**src/rtl/clock_div_cfg_pkg.sv**
```systemverilog
// Shared types and constants for the clock divider reconfiguration sequencer.
package clock_div_cfg_pkg;

    localparam int unsigned MF_WIDTH = 8;

    localparam logic [MF_WIDTH-1:0] DEFAULT_MFI = 8'h2;
    localparam logic [MF_WIDTH-1:0] DEFAULT_MFN = 8'h3;
    localparam logic [MF_WIDTH-1:0] DEFAULT_MFD = 8'h5;

    typedef enum logic [2:0] {
        StIdle,
        StStop,
        StUpdate,
        StRelease,
        StRestart,
        StFault
    } cfg_seq_state_t;

    // A fractional divider needs a non-zero denominator and a proper fraction.
    function automatic logic mf_cfg_ok(input logic [MF_WIDTH-1:0] mfn,
                                       input logic [MF_WIDTH-1:0] mfd);
        return (mfd != '0) && (mfn < mfd);
    endfunction

endpackage

```
**src/rtl/clock_div_ack_sync.sv**
```systemverilog
// Multi-flop synchronizer bringing async_update_ack into the sequencer clock domain.
module clock_div_ack_sync #(
    parameter int unsigned SYNC_STAGES = 2
) (
    input  logic clock,
    input  logic async_reset,
    input  logic async_in,
    output logic sync_out
);

    logic [SYNC_STAGES-1:0] r_sync;

    always_ff @(posedge clock or posedge async_reset) begin
        if (async_reset) begin
            r_sync <= '0;
        end else begin
            r_sync <= {r_sync[SYNC_STAGES-2:0], async_in};
        end
    end

    assign sync_out = r_sync[SYNC_STAGES-1];

endmodule

```
**src/rtl/clock_divider_config_sequencer.sv**
```systemverilog
// Sequences a safe MFI/MFN/MFD update: stop the node clock, handshake the update
// into the divider domain, then hand the clock request back to the user.
module clock_divider_config_sequencer
    import clock_div_cfg_pkg::*;
#(
    parameter int unsigned          SYNC_STAGES    = 2,
    parameter int unsigned          TIMEOUT_CYCLES = 1023,
    parameter logic [MF_WIDTH-1:0]  RESET_MFI      = DEFAULT_MFI,
    parameter logic [MF_WIDTH-1:0]  RESET_MFN      = DEFAULT_MFN,
    parameter logic [MF_WIDTH-1:0]  RESET_MFD      = DEFAULT_MFD
) (
    input  logic                clock,
    input  logic                async_reset,
    input  logic                cfg_valid,
    output logic                cfg_ready,
    input  logic [MF_WIDTH-1:0] cfg_mfi,
    input  logic [MF_WIDTH-1:0] cfg_mfn,
    input  logic [MF_WIDTH-1:0] cfg_mfd,
    input  logic                user_request,
    output logic                node_request,
    input  logic                node_ready,
    input  logic                node_silent,
    output logic                async_update,
    output logic [MF_WIDTH-1:0] mfi,
    output logic [MF_WIDTH-1:0] mfn,
    output logic [MF_WIDTH-1:0] mfd,
    input  logic                async_update_ack,
    output logic                busy,
    output logic                cfg_done,
    output logic                cfg_error
);

    localparam int unsigned        CNT_W    = $clog2(TIMEOUT_CYCLES + 1);
    localparam logic [CNT_W-1:0]   TMO_MAX  = CNT_W'(TIMEOUT_CYCLES);
    localparam logic [CNT_W-1:0]   TMO_LAST = CNT_W'(TIMEOUT_CYCLES - 1);

    cfg_seq_state_t      r_state;
    cfg_seq_state_t      w_state_next;
    logic [CNT_W-1:0]    r_tmo_cnt;
    logic [CNT_W-1:0]    w_tmo_cnt_next;
    logic                r_async_update;
    logic                r_cfg_done;
    logic                r_cfg_error;
    logic [MF_WIDTH-1:0] r_mfi;
    logic [MF_WIDTH-1:0] r_mfn;
    logic [MF_WIDTH-1:0] r_mfd;

    logic w_ack_sync;
    logic w_xfer;
    logic w_cfg_ok;
    logic w_tmo_hit;
    logic w_waiting;

    clock_div_ack_sync #(
        .SYNC_STAGES (SYNC_STAGES)
    ) u_ack_sync (
        .clock       (clock),
        .async_reset (async_reset),
        .async_in    (async_update_ack),
        .sync_out    (w_ack_sync)
    );

    assign w_xfer    = cfg_valid && (r_state == StIdle);
    assign w_cfg_ok  = mf_cfg_ok(cfg_mfn, cfg_mfd);
    // This cycle is the last one the current wait state is allowed to occupy.
    assign w_tmo_hit = (r_tmo_cnt >= TMO_LAST);
    assign w_waiting = (r_state == StStop) || (r_state == StUpdate) ||
                       (r_state == StRelease) || (r_state == StRestart);

    always_comb begin
        w_state_next = r_state;
        case (r_state)
            StIdle: begin
                if (w_xfer && w_cfg_ok) w_state_next = StStop;
            end
            StStop: begin
                if (node_silent)     w_state_next = StUpdate;
                else if (w_tmo_hit)  w_state_next = StFault;
            end
            StUpdate: begin
                if (w_ack_sync)      w_state_next = StRelease;
                else if (w_tmo_hit)  w_state_next = StFault;
            end
            StRelease: begin
                if (!w_ack_sync)     w_state_next = StRestart;
                else if (w_tmo_hit)  w_state_next = StFault;
            end
            StRestart: begin
                if (!user_request || node_ready) w_state_next = StIdle;
                else if (w_tmo_hit)              w_state_next = StFault;
            end
            StFault: begin
                if (!w_ack_sync)     w_state_next = StIdle;
            end
            default: w_state_next = StIdle;
        endcase
    end

    always_comb begin
        w_tmo_cnt_next = r_tmo_cnt;
        if (w_state_next != r_state) begin
            w_tmo_cnt_next = '0;
        end else if (w_waiting && (r_tmo_cnt != TMO_MAX)) begin
            w_tmo_cnt_next = r_tmo_cnt + CNT_W'(1);
        end
    end

    always_ff @(posedge clock or posedge async_reset) begin
        if (async_reset) begin
            r_state        <= StIdle;
            r_tmo_cnt      <= '0;
            r_async_update <= 1'b0;
            r_cfg_done     <= 1'b0;
            r_cfg_error    <= 1'b0;
            r_mfi          <= RESET_MFI;
            r_mfn          <= RESET_MFN;
            r_mfd          <= RESET_MFD;
        end else begin
            r_state        <= w_state_next;
            r_tmo_cnt      <= w_tmo_cnt_next;
            r_async_update <= (w_state_next == StUpdate);
            r_cfg_done     <= (r_state == StRestart) && (w_state_next == StIdle);
            if (w_xfer) begin
                r_cfg_error <= !w_cfg_ok;
            end else if ((w_state_next == StFault) && (r_state != StFault)) begin
                r_cfg_error <= 1'b1;
            end
            if (w_xfer && w_cfg_ok) begin
                r_mfi <= cfg_mfi;
                r_mfn <= cfg_mfn;
                r_mfd <= cfg_mfd;
            end
        end
    end

    // The node keeps following the user only while no update is in flight.
    assign node_request = ((r_state == StIdle) || (r_state == StRestart)) ? user_request : 1'b0;
    assign cfg_ready    = (r_state == StIdle);
    assign busy         = (r_state != StIdle);
    assign async_update = r_async_update;
    assign cfg_done     = r_cfg_done;
    assign cfg_error    = r_cfg_error;
    assign mfi          = r_mfi;
    assign mfn          = r_mfn;
    assign mfd          = r_mfd;

endmodule

```
**config.mk**
```make
export PLATFORM = sky130hd
export DESIGN_NAME = clock_divider_config_sequencer
export DESIGN_NICKNAME = d
export VERILOG_FILES = /design/src/rtl/clock_div_cfg_pkg.sv /design/src/rtl/clock_div_ack_sync.sv /design/src/rtl/clock_divider_config_sequencer.sv
export SDC_FILE = /design/constraint.sdc
export NUM_CORES = 1
export LEC_CHECK = 0
export BUFFER_PORTS_ARGS = -buffer_cell sky130_fd_sc_hd__buf_2
export CAP_MARGIN = 0
export CORE_ASPECT_RATIO = 0.6
export CORE_UTILIZATION = 33
export CTS_CLUSTER_DIAMETER = 100
export DETAILED_ROUTE_END_ITERATION = 8
export GPL_ROUTABILITY_DRIVEN = 0
export PLACE_DENSITY = 0.54
export SLEW_MARGIN = 20
export SYNTH_ARGS = -nofsm -noshare
export SYNTH_HDL_FRONTEND = slang
export SYNTH_SLANG_ARGS = --single-unit
```
**constraint.sdc**
```tcl
create_clock -name clock -period 3.55 [get_ports clock]
set_input_delay 0.71 -clock clock [delete_from_list [all_inputs] [get_ports clock]]
set_output_delay 0.71 -clock clock [all_outputs]
set_load 0.005 [all_outputs]
```
# Yosys cells after proc, flatten, opt, wreduce, memory -nomap -nowiden
# Index checks and enable logic that the tools add are counted.
# W data, S select, Z words.
[word_totals]
input_bits = 31
out_inout_bits = 30
regBits = 42
elab_cells = 54
[op_classes]
eq_ne = 10
magnitude_cmp = 2
reduce_logical = 19
mux = 13
n_addsub = 1
[op_table]
columns = ["cell", "n"]
rows = [
  ["$mux W3", 7],
  ["$mux W10", 2],
  ["$pmux W3 S6", 1],
  ["$add A10 B1 Y10 const B", 1],
  ["$ge A10 B10 Y1 const B", 1],
  ["$ne A10 B10 Y1 const B", 1],
  ["$eq A3 B2 Y1 const B", 3],
  ["$eq A3 B3 Y1 const B", 3],
  ["$lt A8 B8 Y1", 1],
  ["$reduce_bool A8 Y1", 1],
  ["$logic_and A1 B1 Y1", 6],
  ["$logic_not A3 Y1", 2],
  ["$logic_or A1 B1 Y1", 5],
  ["$reduce_bool A2 Y1", 2],
  ["$eq A3 B1 Y1 const B", 1],
  ["$mux W1", 3],
  ["$ne A3 B3 Y1", 1],
  ["$ne A3 B3 Y1 const B", 1],
  ["$reduce_bool A3 Y1", 1],
  ["$logic_not A1 Y1", 2],
]

# Longest topological paths before layout
# Gate-level depths: netlist (run 1).
[logic_depth]
word_depth = 9
mapped_depth = 8

# Modules after synthesis
# A second synthesis (run 1) with hierarchy kept.
[unflattened]
cells_unflattened = 196
hier_area_um2 = 2214.6
[by_module_without_submodules]
columns = ["mod", "cells_per_inst", "instances", "area_each_um2"]
rows = [
  ["clock_divider_config_sequencer", 193, 1, 2160.8],
  ["clock_div_ack_sync", 3, 1, 53.8],
]

# Worst setup path before layout (run 1)
# No wires, ideal clock.
[synth_timing]
path_kind = "input -> register"
startpoint = "input cfg_mfd[2]"
endpoint = "register r_mfi[0] (netlist: mfi[0])"
setup_slack_ns = 1.153
setup_time_ns = 0.128
required_time_ns = 3.422
arrival_time_ns = 2.269
cell_stages = 8
path_cell_list = "inv_1 -> ha_1 -> a211o_1 -> a31oi_1 -> o211a_4 -> nand2_2 -> buf_4 -> mux2_1"
[synth_between]
elab_chain_len = 3
[synth_rtl]
columns = ["item", "line_no", "rtl"]
rows = [
  ["start, declared", "clock_divider_config_sequencer.sv:18", "input logic [MF_WIDTH-1:0] cfg_mfd,"],
  ["$lt A8 B8 Y1 or $reduce_bool A8 Y1 (tied branches)", "clock_div_cfg_pkg.sv:22", "return (mfd != '0) && (mfn < mfd);"],
  ["$logic_and A1 B1 Y1 (*)", "clock_div_cfg_pkg.sv:22", ""],
  ["$logic_and A1 B1 Y1 (*)", "clock_divider_config_sequencer.sv:128", "if (w_xfer && w_cfg_ok) begin"],
  ["end signal, assigned", "clock_divider_config_sequencer.sv:129", "r_mfi <= cfg_mfi;"],
  ["end, declared", "clock_divider_config_sequencer.sv:44", "logic [MF_WIDTH-1:0] r_mfi;"],
]
# Mark *: on every way between the ends. The rest lies on a longest branch, timed or not.
# A chain may end at the register's enable or synchronous reset.

# Worst setup path in the final report (run 1)
[layout_timing]
startpoint = "register r_state[0]"
endpoint = "register r_tmo_cnt[0]"
[layout_between]
elab_chain_len = 7
[layout_rtl]
columns = ["item", "line_no", "rtl"]
rows = [
  ["start, declared", "clock_divider_config_sequencer.sv:37", "cfg_seq_state_t r_state;"],
  ["start signal, assigned", "clock_divider_config_sequencer.sv:110", "r_state <= StIdle;"],
  ["start signal, assigned", "clock_divider_config_sequencer.sv:119", "r_state <= w_state_next;"],
  ["$logic_not A3 Y1", "clock_divider_config_sequencer.sv:63, clock_divider_config_sequencer.sv:72", ""],
  ["$logic_and A1 B1 Y1", "clock_divider_config_sequencer.sv:63", "assign w_xfer = cfg_valid && (r_state == StIdle);"],
  ["$logic_and A1 B1 Y1", "clock_divider_config_sequencer.sv:74", "if (w_xfer && w_cfg_ok) w_state_next = StStop;"],
  ["$mux W3", "clock_divider_config_sequencer.sv:74", ""],
  ["$pmux W3 S6", "clock_divider_config_sequencer.sv:72", "case (r_state)"],
  ["$ne A3 B3 Y1", "clock_divider_config_sequencer.sv:101", "if (w_state_next != r_state) begin"],
  ["$mux W10 or $reduce_bool A2 Y1 (tied branches)", "-", ""],
  ["end signal, assigned", "clock_divider_config_sequencer.sv:120", "r_tmo_cnt <= w_tmo_cnt_next;"],
  ["end, declared", "clock_divider_config_sequencer.sv:39", "logic [CNT_W-1:0] r_tmo_cnt;"],
]
# Parallel ways exist; a longest one is shown, timed or not.

==> summary by stage, run 1 <==
Run status
The run finished with clean final reports.

Worst setup path
The endpoint kind of the worst setup timing path is a flop. Data on the critical path is required at its endpoint by 3750 ps. The maximum fanout along the worst path is 13.

The category of the critical setup timing path is reg -> reg. The category of the worst setup path launch point is a flop. Data arrives at the worst endpoint at 2780 ps.

Power
The total power is 2130 uW. IR analysis of the VDD net gives a maximum drop of 0.298 mV. In this run, the combinational gates consume 37.7% of the power. Of the total power, registers draw 37.8%. The switching part of the total is 35.5%.

The clock network power share is 24.5%. In this run the power spent charging and discharging nets is 758 uW. For this design the static power due to leakage is 0.00126 uW. The internal power of the cells totals 1380 uW. Power spread over the standard cell area amounts to 762 mW/mm^2.

Global route
Global routing finished with a remaining overflow of 0. The first global-routing pass estimated 8160 um of wire. Entering global routing, the biggest net connects 36 pins. The number of global-route vias before repair is 1600. The initial antenna violation count is 0.

The global-route usage over all layers is 15.3%.

Synth
The number of enable-type register cells in the synthesized netlist is 0. The post-synthesis net count is 233. The post-synthesis compound-gate area fraction is 18.0%. The count of warnings emitted by yosys is 0. The synthesized netlist devotes 3.09% of its cell area to XOR and XNOR gates. The most frequently used flop master after synthesis is dfrtp_1. Of all flip-flops after synthesis, the portion carrying an async set or reset was 100%.

The synthesized design spends more area on one cell type than any other, namely dfrtp_1. The synthesized cell area is 0.00227 mm^2. The top cell type by area accounts for 40.8% of the synthesized area.

By area, the combinational part of the netlist is dominated by compound AO/OA/AOI/OAI gates. dfrtp_1 is the most common cell in the netlist. Synthesis inferred 42 register bits. The fraction of the mapped netlist area in simple logic gates is 13.5%. The commonest cells after synthesis are 37 x dfrtp_1, 13 x mux2_1, 12 x inv_1, 12 x o21ai_0, 10 x a211oi_2.

Counting every instance in the synthesized netlist gives 193. A synthesized cell averages 11.8 um^2. Summing the areas of all fa, ha and maj instances in the mapped netlist gives 4.96% of the synthesized area. Counting distinct cell types in the post-synthesis netlist gives 52. After synthesis, flip-flops and latches occupy 46.6% of the total area.

Of the post-synthesis cell area, the part taken by muxes is 9.32%. By area the synthesized netlist is led by dfrtp_1 41%, mux2_1 6.4%, dfstp_2 5.8%.

Timing
The count of endpoints failing hold in the final timing report is 0. For this run, the top clock speed supported by timing is 387 MHz. The relative max-transition margin is 58.1%.

The count of final max-slew check failures was 0. Setup repair after global routing left no endpoint under its margin. The setup TNS after final layout is 0 ps. The slew of the pin with the lowest slew margin is 628 ps. Of the available clock period, the critical path in the final layout requires 72.7%.

Across all hold checks on the routed design, the worst slack comes to 308 ps. The shortest period the worst path allows is 2580 ps. Setup violations remaining at the end of the flow were counted as 0.

The maximum clock skew at final layout is 4.42 ps.

Routing
The remaining number of nets flagged by the antenna check after routing is 0. In this run, the number of DRC markers left after iteration 0 of detailed routing was 65. The total number of vias is 1693. After detailed routing, the number of remaining DRC violations is 0. The first TritonRoute pass finished after 4 iterations. Dividing the detail-routed wire length by the instance count gives 14.7 um. The total wire length after detailed routing is 4980 um. Dividing the detail-routed via count by the number of cells gives 4.99.

CTS
The number of sinks on the clock net is 42. The post-CTS resize count is 0. CTS placed an instance of clkbuf_16 at the clock tree root. TritonCTS built the clock tree. The clock input transition at the sequential cells of the worst setup and hold paths is 60 ps. The number of hold buffers added after CTS was 0. No sink is reached through more buffers than the 2 on the longest clock path. At the later pin of the worst-skew pair, clock insertion delay measures 290 ps. In this run, CTS created clock tree buffers numbering 5. Buffers added to address setup during post-CTS repair amount to 0. The H-tree level count is 2.

Floorplanning
The placeable core area is 0.00636 mm^2. 61 I/O pins were placed. The width of the chip is 109 um. The number of placement rows is 22. The overall die area is 0.00722 mm^2. For this configuration, the core starts out at a cell density of 35.7%.

In this run the vertical extent of the chip is 66.2 um.

Layout
The antenna diode instance count is 0. The synthesis-to-layout area growth is 23.3%. For this run, the post-layout net count is 294. The share of post-route cells with drive strength above 1 is 39.2%.

The final core utilization is 44.0%. After routing the design area is 0.00280 mm^2.

Place
After detailed placement, the total cell area comes to 0.00263 mm^2. Input and output buffers added on the ports amount to 60. The wire-length estimate of the detail-placed layout is 3800 um.

Worst hold path
The kind of path behind the tightest hold check is in -> async.

Job
The max-capacitance violation count is 0.
## registers in the layout, summed over array words and instances, names as in the netlist
name and flops:
mfn 8, cfg_error 1, async_update 1, mfi 8, u_ack_sync.r_sync 2, r_tmo_cnt 10
cfg_done 1, r_state 3, mfd 8
## cell type report
type	count	area [um^2]
Clock buffer	5	125
Clock inverter	3	43.8
Fill cell	623	3560
Inverter	12	45.0
Multi-Input combinational cell	131	1110
Sequential cell	42	1060
Tap cell	84	105
Timing Repair Buffer	62	315
## cells by family after synthesis
family                   Yosys count
multiplexers                      19
flip-flops                        42
adder cells (fa/ha/maj)            9
AND/OR/NAND/NOR                   48
XOR/XNOR                           8
AO/OA/AOI/OAI                     47
buffers and inverters             20
## metal layers
| layer | up-vias | share of wire (%) | GRT usage (%) |
|---|---|---|---|
| met5 | - | 0 | 0 |
| met1 | 812 | 53 | 22.4 |
| met3 | 6 | 7.1 | 5.12 |
| met2 | 39 | 39 | 21.1 |
| met4 | 0 | 0.88 | 3.55 |
| li1 | 836 | - | - |
## worst max-delay path, stage by stage (launching register included)
cell      delay, ps
dfrtp_1         500
inv_1           530
o31ai_1         300
a311o_1         370
a221o_1         550
a211oi_2        240
## per-stage QoR
stage | setup slack [ps] | std cells
2_1_floorplan | 1150 | 193
3_3_place_gp | 811 | 331
4_1_cts | 984 | 339
6_report | 967 | 339
3_5_place_dp | 754 | 331
5_1_grt | 840 | 339
## path summary, 6_finish.rpt
kind                                      startpoint                   end  slack (ps)  cells past startpoint
worst min register to register  u_ack_sync.r_sync[0]  u_ack_sync.r_sync[1]         350                      0
worst min-delay path                     async_reset                mfi[4]         310                      2
max in group asynchronous                async_reset                mfd[2]        2520                      3
min in group clock              u_ack_sync.r_sync[0]  u_ack_sync.r_sync[1]         350                      0
worst max-delay path                      r_state[0]          r_tmo_cnt[0]         970                      5
worst max register to register            r_state[0]          r_tmo_cnt[0]         970                      5
## cells in the final DEF (no fill, tap or decap), drive strengths merged, types with 3 or more instances in the layout
cell and instances:
a211oi 10, clkbuf 5, mux2 17, nor2 7, ha 9, xnor2 8, o211ai 4, buf 62
nand2 8, inv 12, nor2b 3, nor4 7, nand3 4, o21ai 14, dfrtp 37, nor3 4
dfstp 5, nand2b 3
## power groups by stage
stage          clock network (uW)  logic [uW]  registers [uW]
6_report                      524         804             806
3_5_place_dp                    0         814             812
4_1_cts                       542         817             805
3_3_place_gp                    0         808             812
2_1_floorplan                   0         581             787
5_1_grt                       571         894             830
Power figures use the tool's default switching activity.
==> run 2: changes to the inputs <==
Settings changed: PLACE_DENSITY 0.54 to 0.56.
Clock period 3.55 ns to 2.32 ns, I/O delays scaled along.
==> run 2 against run 1 <==
Critical path type unchanged. Clock skew shrank 2.5 ps. Critical path depth grew 1. Total power increased by 62%. Largest cell class unchanged. Flip-flop and latch count stayed put. Global-route usage grew 0.83 points. Clock power rose by 52%. Non-clock buffer count increased by 10. Worst hold slack got worse by 24 ps. Core utilization is 1.7 points higher. Count of clock-buffer cells in the layout up 1. Via count grew 3.1%. Final cell count up 2.9%.
==> summary by stage, run 2 (same netlist as run 1, synthesis figures left out) <==
Layout
The register with the most flip-flops is r_tmo_cnt. In the final layout, the share of cells above drive strength 1 is 41.1%. The synthesis-to-layout area growth is 28.2%. The top cell types in the final layout, fill and taps aside, are 60 x buf_2, 37 x dfrtp_1, 13 x mux2_1, 12 x o21ai_0, 11 x inv_1. In the final design database the tool counted 304 nets.

Leaving out fill and tap cells, the most frequent cell in the layout is buf_2. The antenna diode instance count is 0. Cells fill 45.7% of the core in the end. The number of flip-flops under the largest register name is 10.

Worst setup path
The slack of the worst reg-to-reg path is 230 ps. The worst register-to-register path ends at r_tmo_cnt[3]. The largest single stage delay on the critical path is 590 ps. Of all nets on the critical path, the largest fanout is 11.

Data on the critical path arrives at its endpoint at 2260 ps. The origin of the critical flop-to-flop path is r_state[0]. The category of the worst setup path launch point is a flop.

The cell at the slowest stage of the critical path is o41ai_2. The kind of cell with the highest combined delay along the critical path is compound AO/OA/AOI/OAI gates. The cell depth of the worst flop-to-flop path is 6. The worst setup path is of the reg -> reg kind. The endpoint kind of the worst setup timing path is a flop. Counting both buffers and inverters, the worst setup path holds a total of 2. The signal on the critical path passes through inv_1, o41ai_2, a311o_1, a221o_1, buf_12, a211oi_2. For the worst setup path, the data required time is 2480 ps.

CTS
The number of buffers on the longest clock path is 2. The H-tree was split into 2 levels. Hold repair after CTS inserted 0 buffers. The clock input transition at the sequential cells of the worst setup and hold paths is 60 ps.

The clock net in this run drives a total of 42 sinks. Buffers inserted during clock tree synthesis total 5. TritonCTS built the clock tree. Clock latency on the worst-skew pair, taken at its later pin, is 280 ps.

The clock root buffer is clkbuf_16. Gates resized during post-CTS repair numbered 0. The number of buffers inserted by post-CTS setup repair is 0.

Worst hold path
The path class of the tightest hold or removal check is in -> reg. The terminating pin of the worst hold path is u_ack_sync.r_sync[0]. In this run the most critical hold path is launched from async_update_ack. Counting instances, the worst hold path has a depth of 1.

Timing
Counting I/O delays and the setup requirement, the final critical path takes 2090 ps. The slew of the pin with the lowest slew margin is 556 ps. Derived from the worst setup path, the maximum achievable clock frequency is 478 MHz.

The number of setup violations in the final report is 0. The setup TNS after final layout is 0 ps. The maximum clock skew at final layout is 1.92 ps.

The count of endpoints failing hold in the final timing report came to 0. Dividing the final minimum period by the clock period gives 90.3%. Setup repair after global routing left no endpoint under its margin.

The relative max-transition margin is 62.6%. The count of final max-slew check failures is 0.

Global route
The initial antenna violation count is 0. The first global-routing pass estimated 8720 um of wire. The number of global-route vias before repair is 1731. Entering global routing, the biggest net connects 43 pins. Global routing consumed, over all layers together, 16.1% of the routing resources.

The total congestion overflow after global routing is 0.

Power
The static power due to leakage is 0.00131 uW. IR analysis of the VDD net gives a maximum drop of 0.441 mV. Power spread over the standard cell area amounts to 1190 mW/mm^2.

Floorplanning
The core region is 0.00636 mm^2. The die is 66.2 um tall. The initialized floorplan defines 22 standard-cell rows. The floorplan step defined a die boundary enclosing 0.00722 mm^2. From left edge to right edge, the die measures 109 um.

The initial utilization of the core area, before any placement, comes to 35.7%. The number of top-level pins is 61.

Routing
The detailed-routing iteration count for the pre-antenna-repair pass is 4. The remaining number of nets flagged by the antenna check after routing is 0. Detailed routing inserted a total of 1745 vias. The average wire per cell in the routed design is 15.1 um.

After detailed routing, the number of remaining DRC violations is 0. Summed over all nets, wire length on met2 after detailed routing comes to 2160 um. The total wire length after detailed routing is 5270 um. Using the TritonRoute via totals, the vias-per-cell ratio works out to 5.00. The highest layer touched by signal routing is met4. For this block, wires on met1 add up to 2840 um. The detailed router finished its first iteration with 60 violations. In the detailed route, the total length drawn on met3 is 227 um.

Place
Detailed placement ended at an HPWL of 3960 um. The number of buffers inserted by port buffering is 60.

Job
The max-capacitance violation count is 0.

Run status
The run finished with clean final reports.
-- run 2: routing by layer --
| metal | up-vias | GRT usage [%] |
|---|---|---|
| met5 | - | 0 |
| met4 | 0 | 5.07 |
| met3 | 4 | 3.35 |
| met2 | 41 | 23.5 |
| met1 | 847 | 23.4 |
| li1 | 853 | - |
-- run 2: worst max path at each step --
stage | slack [ps] | start | cells after the start | to
finish | 230 | r_state[0] | 6 | r_tmo_cnt[3]
global placement | 50 | cfg_mfd[2] | 9 | mfn[7]
detailed placement | 10 | cfg_mfd[2] | 9 | mfn[5]
global route | 80 | r_state[0] | 6 | r_tmo_cnt[0]
CTS | 240 | r_tmo_cnt[0] | 8 | r_tmo_cnt[3]
floorplan | 170 | cfg_mfd[2] | 8 | mfi[0]
-- run 2: final cells by class --
type,count,area (um^2)
fillers,604,3450
multi-input cells,131,1110
flip-flops and latches,42,1060
repair buffers,72,428
clock buffers,6,129
well taps,84,105
inverters,12,45.0
clock inverters,2,37.5
-- run 2: power by group --
part | leakage [uW] | internal, uW | switching (uW)
sequential | 0.000521 | 1030 | 188
combinational | 0.000716 | 723 | 726
clock | 0.0000771 | 508 | 285
-- run 2: stage by stage --
stage	instance area [um^2]	power, uW	setup slack, ps	hold WS (ps)	instances
floorplan	2270	2090	169	331	193
global placement	2740	2680	51.8	339	341
detailed placement	2740	2680	14.0	358	341
CTS	2910	3500	240	277	349
global route	2910	3710	79.0	282	349
finish	2910	3460	226	285	349
-- run 2: worst register-to-register path: cells and delay by family (launching register included) --
kind	cells	cell delay, ps
buf+inv	2	310
flops	1	580
compound gates	4	1100
==> run 3: changes to the inputs <==
Settings changed: CORE_MARGIN set to 3.
==> run 3 against run 2 <==
Core utilization is 0.12 points higher. Critical path depth is 3 higher. Sequential power about the same. Final cell count increased by 0.86%. Count of clock-buffer cells in the layout is 1 lower. Critical path type unchanged. Critical endpoint is now r_tmo_cnt[5].
==> summary by stage, run 3 (same netlist as run 1, synthesis figures left out) <==
Place
Once detailed placement completed, the half-perimeter wirelength came to 4180 um. Before CTS, the worst setup slack after placement is 19.9 ps. Port buffering added 60 buffers.

Floorplanning
Measured along the x axis, the die boundary spans 113 um. The chip height is 70.2 um. The number of top-level pins is 61.

The placeable core area is 0.00639 mm^2. The overall die area is 0.00794 mm^2. The initial cell density of the core is 35.5%.

The number of placement rows is 22.

Global route
The first global-routing pass estimated 9100 um of wire. The number of global-route vias before repair is 1709. The initial antenna violation count was 0. Summed over all layers, the global routing overflow is 0.

Entering global routing, the biggest net connects 25 pins. Across every metal layer, demand over resource in global routing totals 14.3%.

CTS
The number of sinks on the clock net is 42. The number of gates resized after CTS was 0. The source-to-sink clock delay at the later pin of the worst-skew pair is 290 ps. The clock tree from TritonCTS is built.

The total of hold buffers inserted after clock tree synthesis is 0. After clock tree synthesis, the clock-pin slew on the worst setup and hold paths is 70 ps. The clock passes through at most 2 buffers. The clock root buffer is clkbuf_16. Buffers inserted during clock tree synthesis total 5. The number of buffers inserted by post-CTS setup repair is 0. The H-tree generated during clock tree synthesis spans 2 levels.

Power
The static power due to leakage is 0.00133 uW. The peak supply drop is 0.445 mV. Power spread over the standard cell area amounts to 1170 mW/mm^2.

The total power is 3420 uW.

Timing
The maximum clock skew at final layout is 3.63 ps. Setup repair after global routing left no endpoint under its margin. Setup slack on the critical path of the routed design comes to 250 ps. The count of final max-slew check failures is 0. In this run the tightest slew margin relative to its limit is 49.5%.

Setup violations remaining at the end of the flow were counted as 0. The count of endpoints failing hold in the final timing report came to 0. For the finished layout, the period the worst path requires is 2070 ps.

The setup TNS after final layout is 0 ps. The maximum operating frequency is 483 MHz. The slew of the pin with the lowest slew margin is 753 ps. The share of the clock period used by the worst path after layout is 89.2%.

Routing
In the routed design, unresolved DRC markers number 0. The DRC marker count from the first detailed-route iteration is 93. After detailed routing, the total wire length is 5370 um.

Dividing the detail-routed via count by the number of cells gives 4.95. In this run the remaining antenna-violating nets after routing total 0. For this block, the via count after detailed routing is 1743. For this run, the detailed router's first-pass iteration total came to 4. After detailed routing, the average wire length per cell comes to 15.3 um.

Layout
At the end of the flow the core is filled with cells to 45.9%. From synthesis to final layout, the design area changed by 29.1%. The net count of the finished layout is 307. The antenna diode instance count is 0.

The number of flip-flops under the largest register name is 10. The share of post-route cells with drive strength above 1 is 42.2%. The most common library cell in the layout ignoring fill and taps is buf_2. In the layout the commonest cells are 60 x buf_2, 37 x dfrtp_1, 13 x mux2_1, 12 x o21ai_0.

r_tmo_cnt holds more flip-flops than any other register.

Worst setup path
The worst setup path is launched from a flop. STA classifies the critical path endpoint as a flop. The maximum fanout along the worst path is 10.

The biggest cell delay along the critical path is 380 ps. The setup path with the least slack is of type reg -> reg. The slowest stage of the critical path is the a221o_1 cell. The endpoint required time on the critical path is 2520 ps. Tracing the worst setup path back leads to its startpoint at r_tmo_cnt[0]. The capture point of the worst reg-to-reg path is r_tmo_cnt[5].

The kind of cell with the highest combined delay on the critical path is compound AO/OA/AOI/OAI gates. The origin of the critical flop-to-flop path is r_tmo_cnt[0]. The endpoint of the worst setup timing path is r_tmo_cnt[5]. For flop-to-flop paths, the worst setup slack is 250 ps. The arrival time at the worst endpoint is 2270 ps. The cell depth of the worst flop-to-flop path is 9.

The critical path goes through inv_1, ha_1, o211ai_2, o31ai_1, buf_4, a21o_2, a221o_1, buf_12, a211oi_2. The number of buffers and inverters on the critical path is 3. The number of logic stages on the critical path including buffering is 9.

Worst hold path
The worst hold path belongs to the class in -> async.

Run status
The flow ran to the end, and the final reports show no timing, DRC or antenna violations.

Job
The tool flagged a number of max-cap violations equal to 0.
[run 3: changes by cell type in the layout (fill, tap and decap cells not counted)]
cell,previous run,this run
bufinv_16,1,0
clkinvlp_4,1,0
inv_6,0,3
buf_4,9,11
clkbuf_1,1,0
buf_12,3,4
[run 3: layout make-up]
cell class / count / area [um^2]
Sequential cell: 42 / 1060
Fill cell: 609 / 3460
Timing Repair Buffer: 75 / 463
Tap cell: 84 / 105
Inverter: 12 / 45.0
Clock buffer: 5 / 125
Clock inverter: 3 / 26.3
Multi-Input combinational cell: 131 / 1110
[run 3: layer usage]
layer  vias to the layer above  global-route usage (%)  part of all wire (%)
met3                         2                    2.94                   6.9
li1                        858                       -                     -
met2                        53                    18.5                    39
met5                         -                       0                     0
met4                         0                    3.60                  0.63
met1                       830                    23.3                    54
[run 3: where the power goes]
group,switching [uW],total (uW),internal [uW]
clock,317,727,411
sequential,193,1220,1030
combinational,727,1470,740
[run 3: metrics by stage]
step                std cells  hold WS (ps)  cell area (um^2)
floorplan                 193           331              2270
global placement          344           341              2780
detailed placement        344           337              2780
CTS                       352           220              2930
global route              352           239              2930
finish                    352           210              2930
[run 3: worst min path at each step]
stage,cells past startpoint,end,slack [ps]
after floorplan,0,u_ack_sync.r_sync[1],330
after global placement,0,u_ack_sync.r_sync[1],340
after detailed placement,0,u_ack_sync.r_sync[1],340
after CTS,2,mfi[0],220
after global routing,2,mfi[0],240
final,2,mfi[0],210
[run 3: worst reg2reg max path, cell delays in order (launching register included)]
cell and delay, ps:
dfrtp_1 350, inv_1 50, ha_1 200, o211ai_2 210, o31ai_1 150, buf_4 180
a21o_2 170, a221o_1 380, buf_12 160, a211oi_2 150
